<file path="src/rtl/bus_arbiter.sv">
// Two-master (cpu / DMA) bus arbiter: round-robin grant, one-cycle idle turnaround
// between owners, and a hold limit that preempts the DMA when the cpu is waiting.
module bus_arbiter #(
    parameter int unsigned DMA_MAX_HOLD = 16
) (
    input  logic        clock,
    input  logic        reset,
    input  logic        cpu_req,
    output logic        cpu_gnt,
    input  logic [14:0] cpu_addr,
    input  logic [15:0] cpu_data_out,
    input  logic        cpu_data_oe,
    input  logic [4:0]  cpu_strb_n,
    input  logic        dma_req,
    output logic        dma_gnt,
    input  logic [14:0] dma_addr,
    input  logic [15:0] dma_data_out,
    input  logic        dma_data_oe,
    input  logic [4:0]  dma_strb_n,
    output logic        dma_preempt,
    output logic [14:0] bus_addr,
    output logic [15:0] bus_data_out,
    output logic        bus_data_oe,
    output logic [4:0]  bus_strb_n,
    output logic [1:0]  owner
);

    typedef enum logic [1:0] {
        IDLE    = 2'd0,
        GNT_CPU = 2'd1,
        GNT_DMA = 2'd2,
        TURN    = 2'd3
    } state_e;

    localparam logic       LAST_CPU   = 1'b0;
    localparam logic       LAST_DMA   = 1'b1;
    localparam logic [7:0] MAX_HOLD_C = 8'(DMA_MAX_HOLD);

    state_e      state_q, state_d;
    logic        last_owner_q, last_owner_d;
    logic [7:0]  hold_cnt_q, hold_cnt_d;
    logic        preempt_q, preempt_d;
    logic [14:0] addr_hold_q;
    logic [15:0] data_hold_q;

    // State, arbitration history, hold counter and preempt pulse registers.
    always_ff @(posedge clock) begin
        if (reset) begin
            state_q      <= IDLE;
            last_owner_q <= LAST_DMA;
            hold_cnt_q   <= 8'd0;
            preempt_q    <= 1'b0;
        end else begin
            state_q      <= state_d;
            last_owner_q <= last_owner_d;
            hold_cnt_q   <= hold_cnt_d;
            preempt_q    <= preempt_d;
        end
    end

    // Next-state logic; IDLE and TURN share the same grant decision.
    always_comb begin
        state_d      = state_q;
        last_owner_d = last_owner_q;
        hold_cnt_d   = hold_cnt_q;
        preempt_d    = 1'b0;
        case (state_q)
            IDLE, TURN: begin
                if (cpu_req && (!dma_req || (last_owner_q == LAST_DMA))) begin
                    state_d = GNT_CPU;
                end else if (dma_req) begin
                    state_d    = GNT_DMA;
                    hold_cnt_d = 8'd0;
                end else begin
                    state_d = IDLE;
                end
            end
            GNT_CPU: begin
                if (!cpu_req) begin
                    state_d      = TURN;
                    last_owner_d = LAST_CPU;
                end else begin
                    state_d = GNT_CPU;
                end
            end
            GNT_DMA: begin
                // A voluntary release wins over a simultaneous hold-limit hit.
                if (!dma_req) begin
                    state_d      = TURN;
                    last_owner_d = LAST_DMA;
                end else if (cpu_req) begin
                    hold_cnt_d = hold_cnt_q + 8'd1;
                    if ((hold_cnt_q + 8'd1) == MAX_HOLD_C) begin
                        state_d      = TURN;
                        last_owner_d = LAST_DMA;
                        preempt_d    = 1'b1;
                    end else begin
                        state_d = GNT_DMA;
                    end
                end else begin
                    state_d = GNT_DMA;
                end
            end
            default: begin
                state_d = IDLE;
            end
        endcase
    end

    // Last granted address/data, replayed on the bus while nobody owns it.
    always_ff @(posedge clock) begin
        if (reset) begin
            addr_hold_q <= 15'd0;
            data_hold_q <= 16'd0;
        end else if ((state_q == GNT_CPU) || (state_q == GNT_DMA)) begin
            addr_hold_q <= bus_addr;
            data_hold_q <= bus_data_out;
        end else begin
            addr_hold_q <= addr_hold_q;
            data_hold_q <= data_hold_q;
        end
    end

    // Bus mux and owner decode, driven only by the registered state.
    always_comb begin
        bus_addr     = addr_hold_q;
        bus_data_out = data_hold_q;
        bus_data_oe  = 1'b0;
        bus_strb_n   = 5'b11111;
        owner        = 2'd0;
        case (state_q)
            GNT_CPU: begin
                bus_addr     = cpu_addr;
                bus_data_out = cpu_data_out;
                bus_data_oe  = cpu_data_oe;
                bus_strb_n   = cpu_strb_n;
                owner        = 2'd1;
            end
            GNT_DMA: begin
                bus_addr     = dma_addr;
                bus_data_out = dma_data_out;
                bus_data_oe  = dma_data_oe;
                bus_strb_n   = dma_strb_n;
                owner        = 2'd2;
            end
            default: begin
                owner = 2'd0;
            end
        endcase
    end

    assign cpu_gnt     = (state_q == GNT_CPU);
    assign dma_gnt     = (state_q == GNT_DMA);
    assign dma_preempt = preempt_q;

endmodule

</file>
<file path="config.mk">
export PLATFORM = sky130hd
export DESIGN_NAME = bus_arbiter
export DESIGN_NICKNAME = d
export VERILOG_FILES = /design/src/rtl/bus_arbiter.sv
export SDC_FILE = /design/constraint.sdc
export NUM_CORES = 1
export LEC_CHECK = 0
export ABC_CLOCK_PERIOD_IN_PS = 2100
export CAP_MARGIN = 5
export CORE_ASPECT_RATIO = 1.4
export CORE_MARGIN = 2
export CORE_UTILIZATION = 39
export DETAILED_ROUTE_END_ITERATION = 8
export PLACE_DENSITY = 0.8
export RECOVER_POWER = 25
export SETUP_SLACK_MARGIN = 0.3
export SLEW_MARGIN = 15
export SYNTH_ARGS = -nofsm -noshare
export SYNTH_HDL_FRONTEND = slang
export SYNTH_SLANG_ARGS = --single-unit
</file>
<file path="constraint.sdc">
create_clock -name clock -period 2.1 [get_ports clock]
set_input_delay 0.315 -clock clock [delete_from_list [all_inputs] [get_ports clock]]
set_output_delay 0.315 -clock clock [all_outputs]
set_load 0.005 [all_outputs]
</file>
==> summary.md <==
| Metric | Value |
|---|---|
| Status | completed |
| R2r worst-path depth | 9 |
| Fin nets | 528 |
| Crit path time final | 2.01 ns |
| Worst VDD drop | 0.000861 V |
| Syn_area_per_cell | 8.02 sq um |
| Final Util | 81.3% |
| Ys flop type | dfxtp_1 |
| RR Endpoint | hold_cnt_q[5] |
| FMAX | 498 MHz |
| Setup CP Type | reg2out |
| Gpl congestion | 0.751 |
| Starting Density | 40.5% |
| Tcrit/Tclk final | 95.6% |
| Gr usage total | 25.5% |
| Arrival time worst endpoint | 1.69 ns |
| Initial antenna violation count | 0 |
| Total Neg Setup Slack | 0 ns |
| Ys async rst share | 0% |
| Final setup vio count | 0 |
| Maxcap violations | 0 |
| Core box area | 0.00553 sq mm |
| Cells after Synth | 279 |
| Via density | 5.67 |
| CP startpoint | state_q[0] |
| H-tree levels | 2 |
| CP endpoint | bus_data_out[4] |
| Clk_skew | 0.00448 ns |
| Clock transition at path regs | 0.08 ns |
| Yosys reg bits | 43 |
| CTS Buf Count | 5 |
| TritonCTS clock tree | yes |
| Power Density | 1340 mW/mm^2 |
| Hold_buf cts | 0 |
| Hold slack | 0.559 ns |
| Die area | 0.00637 sq mm |
| IO buf count | 119 |
| Largest net degree at the start of global routing | 27 |
| Clock sink count | 43 |
| Placed Area | 0.00351 sq mm |
| Vias in the first global route | 2663 |
| Fin. max-slew vios | 0 |
| Antenna Nets Post-Route | 0 |
| Clock Path Buffers | 2 |
| Skew-Pair Late Insertion Delay | 0.29 ns |
| DR WL/cell | 20.2 microns |
| Startpoint Class | flop |
| Design area | 0.00449 sq mm |
| First-pass GRT wire length | 12.3 mm |
| Max-slew headroom | 64.3% |
| Reg-to-Reg Start | state_q[0] |
| Clock Root Buffer | clkbuf_8 |
| Mapped Area | 0.00224 sq mm |
| Via count | 2921 |
| Finished Layout Cells | 515 |
| Synth-to-layout area growth | 101% |
| Die X | 68.0 microns |
| N_diodes | 0 |
| Critical Path Fanout Max | 7 |
| Die height | 93.6 microns |
| Post-route DRC | 0 |
| Grt total ovfl | 0 |
| Num rows | 32 |
| Worst slew pin tran | 0.533 ns |
| HP Class | reg2reg |
| Synth warn | 0 |
| Layout cells sized above 1 | 41.2% |
| Number of synthesized flops with an enable pin | 0 |
| CP required | 1.78 ns |
| Dpl cells | 449 |
| Initial DRC count | 150 |
| Netlist cell types | 40 |
| Worst setup EP type | output pin |
| Internal reg-to-reg setup slack | 0.10 ns |
| Unrepaired setup endpoints after global routing | yes |
| DR pass1 iterations | 4 |
| I/O pin count | 120 |
| Syn Nets | 361 |
| Leak | 0.00179 uW |
| Final wirelength | 10.4 mm |
| Sequential-to-total area share from yosys stat | 38.5% |
| Final hold vios | 0 |
| DPL Wire Length | 4.72 mm |
==> cells by family after synthesis <==
family,Yosys count,synth area share (%)
multiplexers,2,0.894
XOR/XNOR,3,1.17
buffers and inverters,30,6.26
AO/OA/AOI/OAI,92,27.1
flip-flops,43,38.5
AND/OR/NAND/NOR,105,23.9
adder cells (fa/ha/maj),4,2.24
==> cells in the mapped netlist, types with 2 or more instances <==
cell      number  area share, %
inv_1          3           0.50
nor2b_1       31            8.7
nand3_1        2           0.45
a31oi_1        2           0.56
xnor2_1        2           0.78
clkbuf_1      16            2.7
nor2_1        12            2.0
a21oi_1       10            2.2
o21ai_0       36            8.0
nand2b_1       2           0.56
buf_2          5            1.1
nand4_1        2           0.56
clkbuf_2       2           0.45
nor3_1         4           0.89
buf_4          3            1.0
dfxtp_1       43             38
a221o_1        5            2.2
ha_1           4            2.2
nand2_1       41            6.9
a22oi_1       32             11
and2_2         2           0.67
mux2i_1        2           0.89
==> worst min path at each step <==
stage | cells past startpoint | start | slack (ns) | endpoint
5_1_grt | 2 | hold_cnt_q[0] | 0.60 | hold_cnt_q[0]
6_report | 2 | hold_cnt_q[0] | 0.56 | hold_cnt_q[0]
3_5_place_dp | 2 | hold_cnt_q[7] | 0.52 | hold_cnt_q[7]
3_3_place_gp | 2 | hold_cnt_q[7] | 0.51 | hold_cnt_q[7]
2_1_floorplan | 1 | reset | 0.39 | data_hold_q[0]
4_1_cts | 2 | hold_cnt_q[7] | 0.53 | hold_cnt_q[7]
==> power by group <==
group	total (uW)	switching, uW	internal [uW]
sequential	1020	62.6	957
combinational	4500	2060	2440
clock	519	286	233
total	6040	2410	3630
==> routing by layer <==
metal | vias to the layer above | global-route usage [%] | wire (microns)
met2 | 153 | 49.6 | 5770
met1 | 1403 | 25.0 | 3540
met4 | 0 | 10.8 | 519
met3 | 40 | 4.45 | 572
met5 | - | 0 | 0
li1 | 1325 | - | -
==> through the flow <==
step / total power (uW) / setup slack, ns
global route: 6290 / -0.00593
CTS: 4600 / 0.157
detailed placement: 3410 / 0.0510
global placement: 3360 / 0.124
floorplan: 2230 / 0.371
finish: 6040 / 0.0920
==> registers in the layout, summed over array words and instances (netlist names) <==
register,count
addr_hold_q,15
data_hold_q,16
dma_preempt,1
hold_cnt_q,8
last_owner_q,1
state_q,2
==> repair_timing <==
action | 4_1_cts | 5_1_grt
cloned | 6 | 9
endpoints found under the setup margin | 50 | 51
setup buffers | 16 | 27
pin swaps | 23 | 28
gates resized for setup | 170 | 113
==> critical path, stage by stage (launching register included) <==
cell	delay [ns]
dfxtp_2	0.35
inv_2	0.05
ha_4	0.27
buf_4	0.17
clkbuf_16	0.16
o21ai_1	0.22
clkbuf_2	0.17
==> area by class of cell <==
class	instances	area, sq um
clock inverter	2	12.5
tap	68	85.1
sequential	43	866
clock buffer	6	72.6
timing repair buffer	186	1880
inverter	3	11.3
fill	299	1030
multi-input combinational	207	1560
==> layout by cell type, fill, tap and decap left out, types with 3 or more instances in the layout <==
master           netlist  layout
a21oi_1               10       8
a221o_1                5       5
a22oi_1               32      11
a22oi_2                0      21
buf_12                 0       7
buf_16                 0       4
buf_2                  5      24
buf_4                  3      27
buf_6                  1      18
buf_8                  0       6
clkbuf_16              0       5
clkbuf_2               2      12
clkbuf_8               0       5
clkdlybuf4s50_1        0      78
dfxtp_1               43      39
dfxtp_2                0       4
nand2_1               41      41
nor2_1                12      10
nor2b_1               31      30
nor3_2                 0       3
o21ai_0               36       4
o21ai_1                0       7
o21ai_2                0      22
o21ai_4                0       3
No activity file was read; power rests on OpenSTA's default activity.
